$ cat config.mk
export PLATFORM = sky130hd
export DESIGN_NAME = tjmono_direct_tx_flat
export DESIGN_NICKNAME = d
export VERILOG_FILES = /design/src/rtl/tjmono_direct_tx_if.sv /design/src/rtl/tjmono_direct_tx.sv /design/src/flat_wrapper.sv
export SDC_FILE = /design/constraint.sdc
export NUM_CORES = 1
export LEC_CHECK = 0
export BUFFER_PORTS_ARGS = -buffer_cell sky130_fd_sc_hd__buf_2
export CORE_ASPECT_RATIO = 1.1
export CORE_MARGIN = 1.5
export CORE_UTILIZATION = 65
export DETAILED_ROUTE_END_ITERATION = 8
export HOLD_SLACK_MARGIN = 0.05
export PLACE_DENSITY = 0.8
export RECOVER_POWER = 25
export SYNTH_ARGS = -nofsm -noshare
export SYNTH_HDL_FRONTEND = slang
export SYNTH_SLANG_ARGS = --single-unit
$ cat constraint.sdc
create_clock -name clk -period 8.1 [get_ports clk]
set_clock_uncertainty 0.1 [all_clocks]
set_input_delay 1.62 -clock clk [delete_from_list [all_inputs] [get_ports clk]]
set_output_delay 1.62 -clock clk [all_outputs]
set_load 0.005 [all_outputs]
$ cat src/rtl/tjmono_direct_tx_if.sv
`default_nettype none
// ============================================================================
// tjmono_direct_tx_if : hit push + token/freeze/read port bundle. Rev 1.0
// ============================================================================
interface tjmono_direct_tx_if #(
  parameter int WORD_WIDTH = 27
);
  logic                  hit_wr;
  logic [WORD_WIDTH-1:0] hit_data;
  logic                  hit_full;
  logic                  freeze;
  logic                  read;
  logic                  token;
  logic                  data;
  logic                  busy;
  logic [7:0]            lost_cnt;
  logic [7:0]            read_err_cnt;

  modport master (
    output hit_wr, hit_data, freeze, read,
    input  hit_full, token, data, busy, lost_cnt, read_err_cnt
  );

  modport slave (
    input  hit_wr, hit_data, freeze, read,
    output hit_full, token, data, busy, lost_cnt, read_err_cnt
  );
endinterface
`default_nettype wire

$ cat src/rtl/tjmono_direct_tx.sv
`default_nettype none
// ============================================================================
// tjmono_direct_tx : TJ-Monopix2 direct readout transmitter emulator. Rev 1.0
// ============================================================================
module tjmono_direct_tx #(
  parameter int WORD_WIDTH = 27,
  parameter int DEPTH      = 16
) (
  input  logic               clk,
  input  logic               rst,
  tjmono_direct_tx_if.slave  bus
);

  localparam int AW = $clog2(DEPTH);
  localparam int CW = AW + 1;
  localparam int BW = $clog2(WORD_WIDTH);

  typedef enum logic [0:0] {
    IDLE  = 1'b0,
    SHIFT = 1'b1
  } state_t;

  logic [WORD_WIDTH-1:0] mem [DEPTH];
  logic [AW-1:0]         wr_ptr;
  logic [AW-1:0]         rd_ptr;
  logic [CW-1:0]         count;
  logic [CW-1:0]         frozen_cnt;
  logic                  freeze_d;
  logic                  read_d;
  state_t                state;
  state_t                state_nxt;
  logic [WORD_WIDTH-1:0] shreg;
  logic [BW-1:0]         bit_cnt;
  logic                  token_r;
  logic                  data_r;
  logic                  busy_r;
  logic [7:0]            lost_cnt;
  logic [7:0]            read_err_cnt;

  logic full;
  logic read_edge;
  logic push;
  logic drop;
  logic pop;
  logic read_ignored;
  logic token_nxt;

  assign full      = (count == CW'(DEPTH));
  assign read_edge = bus.read & ~read_d;
  // Acceptance looks at the occupancy before any same-cycle pop.
  assign push      = bus.hit_wr & ~full;
  assign drop      = bus.hit_wr & full;

  // On the freeze rising cycle the snapshot equals count, so use count
  // directly to keep TOKEN from glitching low for one cycle.
  assign token_nxt = (bus.freeze && freeze_d) ? (frozen_cnt != '0) : (count != '0);

  always_ff @(posedge clk or posedge rst) begin
    if (rst) begin
      state <= IDLE;
    end else begin
      state <= state_nxt;
    end
  end

  always_comb begin
    state_nxt    = state;
    pop          = 1'b0;
    read_ignored = 1'b0;
    case (state)
      IDLE: begin
        if (read_edge) begin
          if (bus.freeze && (frozen_cnt != '0)) begin
            pop       = 1'b1;
            state_nxt = SHIFT;
          end else begin
            read_ignored = 1'b1;
          end
        end
      end
      SHIFT: begin
        read_ignored = read_edge;
        if (bit_cnt == '0) begin
          state_nxt = IDLE;
        end
      end
      default: state_nxt = IDLE;
    endcase
  end

  always_ff @(posedge clk) begin
    if (push) begin
      mem[wr_ptr] <= bus.hit_data;
    end
  end

  always_ff @(posedge clk or posedge rst) begin
    if (rst) begin
      wr_ptr <= '0;
      rd_ptr <= '0;
      count  <= '0;
    end else begin
      if (push) begin
        wr_ptr <= wr_ptr + 1'b1;
      end
      if (pop) begin
        rd_ptr <= rd_ptr + 1'b1;
      end
      count <= count + CW'(push) - CW'(pop);
    end
  end

  always_ff @(posedge clk or posedge rst) begin
    if (rst) begin
      freeze_d   <= 1'b0;
      read_d     <= 1'b0;
      frozen_cnt <= '0;
      token_r    <= 1'b0;
    end else begin
      freeze_d <= bus.freeze;
      read_d   <= bus.read;
      token_r  <= token_nxt;
      if (bus.freeze && !freeze_d) begin
        frozen_cnt <= count;
      end else if (!bus.freeze && freeze_d) begin
        frozen_cnt <= '0;
      end else if (pop) begin
        frozen_cnt <= frozen_cnt - 1'b1;
      end
    end
  end

  // DATA/BUSY are registered: the MSB leaves one cycle after the pop.
  always_ff @(posedge clk or posedge rst) begin
    if (rst) begin
      shreg   <= '0;
      bit_cnt <= '0;
      data_r  <= 1'b0;
      busy_r  <= 1'b0;
    end else if (pop) begin
      shreg   <= mem[rd_ptr];
      bit_cnt <= BW'(WORD_WIDTH - 1);
      data_r  <= 1'b0;
      busy_r  <= 1'b0;
    end else if (state == SHIFT) begin
      shreg   <= {shreg[WORD_WIDTH-2:0], 1'b0};
      bit_cnt <= bit_cnt - 1'b1;
      data_r  <= shreg[WORD_WIDTH-1];
      busy_r  <= 1'b1;
    end else begin
      data_r <= 1'b0;
      busy_r <= 1'b0;
    end
  end

  always_ff @(posedge clk or posedge rst) begin
    if (rst) begin
      lost_cnt     <= '0;
      read_err_cnt <= '0;
    end else begin
      if (drop && (lost_cnt != 8'hFF)) begin
        lost_cnt <= lost_cnt + 8'd1;
      end
      if (read_ignored && (read_err_cnt != 8'hFF)) begin
        read_err_cnt <= read_err_cnt + 8'd1;
      end
    end
  end

  assign bus.hit_full     = full;
  assign bus.token        = token_r;
  assign bus.data         = data_r;
  assign bus.busy         = busy_r;
  assign bus.lost_cnt     = lost_cnt;
  assign bus.read_err_cnt = read_err_cnt;

endmodule
`default_nettype wire

$ cat src/flat_wrapper.sv
// flat-port wrapper written by rule: the top's interface ports become plain ports
module tjmono_direct_tx_flat 
#(
  parameter int WORD_WIDTH = 27,
  parameter int DEPTH      = 16
)
  (clk, rst, bus_hit_wr, bus_hit_data, bus_freeze, bus_read, bus_hit_full, bus_token, bus_data, bus_busy, bus_lost_cnt, bus_read_err_cnt);
  tjmono_direct_tx_if #(.WORD_WIDTH(WORD_WIDTH)) bus_i ();
  input  logic clk;
  input  logic rst;
  input wire logic [$bits(bus_i.hit_wr)-1:0] bus_hit_wr;
  input wire logic [$bits(bus_i.hit_data)-1:0] bus_hit_data;
  input wire logic [$bits(bus_i.freeze)-1:0] bus_freeze;
  input wire logic [$bits(bus_i.read)-1:0] bus_read;
  output wire logic [$bits(bus_i.hit_full)-1:0] bus_hit_full;
  output wire logic [$bits(bus_i.token)-1:0] bus_token;
  output wire logic [$bits(bus_i.data)-1:0] bus_data;
  output wire logic [$bits(bus_i.busy)-1:0] bus_busy;
  output wire logic [$bits(bus_i.lost_cnt)-1:0] bus_lost_cnt;
  output wire logic [$bits(bus_i.read_err_cnt)-1:0] bus_read_err_cnt;
  assign bus_i.hit_wr = bus_hit_wr;
  assign bus_i.hit_data = bus_hit_data;
  assign bus_i.freeze = bus_freeze;
  assign bus_i.read = bus_read;
  assign bus_hit_full = bus_i.hit_full;
  assign bus_token = bus_i.token;
  assign bus_data = bus_i.data;
  assign bus_busy = bus_i.busy;
  assign bus_lost_cnt = bus_i.lost_cnt;
  assign bus_read_err_cnt = bus_i.read_err_cnt;
  tjmono_direct_tx #(.WORD_WIDTH(WORD_WIDTH), .DEPTH(DEPTH)) u_core (.clk(clk), .rst(rst), .bus(bus_i));
endmodule
==> out/results.tsv <==
stage	metric	value	unit
synthesis	yosys_register_bits	504	
synthesis	synthSimpleGateAreaFrac	0.0327	
sta	finalCriticalPeriod	5.05	ns
flow_run	cap_violations	1	
pwr	power-per-cell-area	333	nW/um2
floorplan	core_area	29700	um2
synthesis	synth_area	19800	um2
placement	post-dp-hpwl	22000	um
min_path	min_delay_path_depth	1	
critical_path	max_stage_delay	2.10	ns
critical_path	rr_endpoint	u_core.count[4]	
route	dr.pass1.iters	7	
critical_path	worstSetupEndpointType	flop	
sta	hold_viol_final	0	
global_route	grt_pass1_vias	10400	
floorplan	die_h	186	um
min_path	hold-path-endpoint	u_core.bus.data	
critical_path	crit_path_cell_trace	clkbuf_1, nor3b_1, nand3_1, buf_4, inv_1, ha_1, inv_1, ha_1, inv_1, fa_1, inv_1, a21oi_1, o21bai_1, xnor2_1	
pwr	cell_internal_pwr	5260	uW
critical_path	criticalPathCategory	reg2reg	
critical_path	most_used_cell_along_the_critical_path	inv_1	
synthesis	seq_area_frac_synth	0.747	
route	detail_route.drc_violations	0	
critical_path	worst_ep_required_time	8.49	ns
clock_tree	cts.hold.buffers_added	0	
critical_path	worst_path_max_delay_cell	clkbuf_1	
clock_tree	cts-root-to-sink-buffers	3	
pwr	sequentialPowerShare	0.466	
sta	period_utilization	0.624	
clock_tree	clk_transition_reported_paths	0.06	ns
synthesis	per_instance_average_area_after_synthesis	19.7	um2
synthesis	post_synthesis_async_set_or_reset_flop_share	0.143	
critical_path	worst-path-max-fanout	67	
sta	maximum_operating_frequency	0.198	GHz
synthesis	synthesis.instances	1003	
pwr	power.clock.fraction	0.303	
synthesis	post_synth_top_area_share	0.656	
route	drt_wl_total	39900	um
cells_and_area	layout_cell_share_with_drive_strength_beyond_1	0.235	
synthesis	ys_top_cells_by_area	edfxtp_1 66%, mux4_2 12%, dfrtp_1 9.1%	
cells_and_area	area_growth_syn_to_layout	11.2	%
cells_and_area	mostFrequentLayoutCell	edfxtp_1	
floorplan	floorplan.io_pins	52	
outcome	status	complete, but fails checks	
route	antenna_left	0	
floorplan	num_rows	66	
synthesis	synth-adder-area-share	0.0137	
route	first_iter_violations	980	
critical_path	setup.worst_path.start_class	flop	
outcome	violations	capacitance limit, slew limit	
synthesis	synth_edf_count	432	
synthesis	portion_of_netlist_area_occupied_by_mux_cells	0.128	
sta	max-slew-margin-rel	-0.996	
clock_tree	number_of_clock_sinks	504	
cells_and_area	fin_nets	1121	
critical_path	setup.reg_to_reg.worst_slack	3.05	ns
clock_tree	postCtsSetupBuffers	0	
global_route	first_pass_grt_wire_length	61900	um
route	vias_per_cell	6.70	
synthesis	synth_compound_area_frac	0.0487	
critical_path	rr_worst_depth	14	
synthesis	synth_top_family_by_area	multiplexers	
cells_and_area	antenna_cells_inserted	0	
clock_tree	cts_buffers	50	
global_route	grt_start_max_net_pins	68	
floorplan	initial_utilization	0.666	
pwr	leakagePower	0.00738	uW
pwr	peakVddDrop	214	uV
pwr	switching_share	0.282	
global_route	antenna_found_initial	0	
pwr	power	7330	uW
critical_path	crit-reg2reg-launch	u_core.state	
min_path	min-delay-path-class	reg2reg	
clock_tree	clock_tree.htree_level_count	2	
route	vias	9936	
clock_tree	cts.repair.resized	0	
synthesis	synth_xor_xnor_area_share	0.0119	
placement	place.gp.congestion	0.791	
clock_tree	tritoncts_clock_tree	built	
critical_path	critPathTopFamily	buffers and inverters	
global_route	global_route.overflow_total	0	
clock_tree	clk_root_buffer_cell	clkbuf_16	
critical_path	critical_path_buf_inv_count	6	
synthesis	synth-main-ff-cell	edfxtp_1	
synthesis	synth.yosys.warnings	0	
min_path	min-delay-start	u_core.shreg[26]	
floorplan	design.die.area	31500	um2
clock_tree	worstSkewPairLatency	0.56	ns
synthesis	yosysTopAreaCell	edfxtp_1	
synthesis	post_synth_num_cell_types	46	
pwr	comb_power_share	0.230	
sta	setup_total_negative_slack	0	ns
critical_path	critical_path_arrival	5.44	ns
synthesis	synthesis.nets	1056	
pwr	net-switching-power	2070	uW
sta	finalSetupViolations	0	
sta	final_max_slew_viol_count	68	
sta	grt_setup_unrepaired	no	
sta	worst_pin_slew	2.99	ns
route	wire_per_inst	26.9	um
placement	place.port_buffers	51	
floorplan	floorplan.die.width	169	um
global_route	grtUsageTotal	0.268	
cells_and_area	final_cell_mix	432 x edfxtp_1, 108 x mux4_2, 69 x dfrtp_1	
==> Yosys cell counts, types with 8 or more instances <==
library cell  instances
nor3_1               13
nand3_1              10
dfrtp_1              72
xnor2_1               9
xor2_1               18
a22oi_1              54
a221o_1              24
o21ai_0               8
nor2_1               25
nor2b_1              30
edfxtp_1            432
a21oi_1              33
inv_1                29
ha_1                 20
mux4_2              108
and2_1               11
nand2_1              11
buf_2                15
clkbuf_1             28
==> worst max-delay path by stage <==
stage | slack, ns | start | depth (start not counted) | end
6_report | 3.05 | u_core.state | 14 | u_core.count[4]
5_1_grt | 2.60 | u_core.state | 14 | u_core.count[4]
4_1_cts | 4.49 | bus_hit_wr | 4 | u_core.mem[14][22]
3_5_place_dp | 3.93 | bus_hit_wr | 4 | u_core.mem[14][16]
3_3_place_gp | 4.05 | bus_hit_wr | 4 | u_core.mem[15][19]
2_1_floorplan | 3.53 | bus_hit_wr | 4 | u_core.mem[7][0]
==> layer usage <==
metal  part of all wire  vias to the layer above  global-route usage
li1                   -                     4203                   -
met1               0.38                     5210               0.361
met2               0.52                      442               0.457
met3              0.064                       81              0.0398
met4              0.031                        0              0.0952
met5                  0                        -                   0
==> sequential cells by signal, summed over array words and instances (netlist names) <==
register,count
u_core.count,5
u_core.shreg,27
u_core.bus.token,1
u_core.rd_ptr,4
u_core.bit_cnt,5
u_core.read_d,1
u_core.frozen_cnt,5
u_core.bus.lost_cnt,8
u_core.bus.read_err_cnt,8
u_core.wr_ptr,4
u_core.bus.data,1
u_core.freeze_d,1
u_core.state,1
u_core.bus.busy,1
u_core.mem,432
==> kinds of logic (layout without fill, tap and decap cells) <==
logic type | after synthesis | count (layout)
fa+ha+maj | 21 | 21
flops | 504 | 504
compound gates | 132 | 132
simple gates | 119 | 119
buf+inv | 83 | 188
mux | 117 | 117
xor+xnor | 27 | 27
==> power groups by stage <==
stage / registers [uW] / logic [uW] / clock network (uW)
after floorplan: 3330 / 1340 / 0
after global placement: 3450 / 1640 / 0
after detailed placement: 3460 / 1690 / 0
after CTS: 3420 / 1710 / 2250
after global routing: 3460 / 1830 / 2360
final: 3420 / 1690 / 2230
==> cell type report <==
| class | instances | area (um2) |
|---|---|---|
| fillers | 1665 | 7720 |
| clock buffers | 68 | 1410 |
| flip-flops and latches | 504 | 14800 |
| clock inverters | 24 | 184 |
| repair buffers | 67 | 343 |
| inverters | 29 | 109 |
| multi-input cells | 416 | 4710 |
| well taps | 374 | 468 |
==> per-stage QoR <==
stage	worst slack, ns	instances	instance area (um2)	utilization	hold slack (ns)
2_1_floorplan	3.53	1003	19800	-	0.350
3_3_place_gp	4.05	1390	20400	0.688	0.361
3_5_place_dp	3.93	1390	20400	0.688	0.361
4_1_cts	4.49	1482	22000	0.742	0.377
5_1_grt	2.60	1482	22000	0.740	0.415
6_report	3.05	1482	22000	0.740	0.387
==> worst register-to-register path, delay by kind of cell, from the launching register on <==
family	cells	cell delay [ns]
compound gates	2	0.22
xor+xnor	1	0.14
fa+ha+maj	3	0.86
buf+inv	6	2.83
flops	1	0.34
simple gates	2	0.50
No activity file was read; power rests on OpenSTA's default activity.
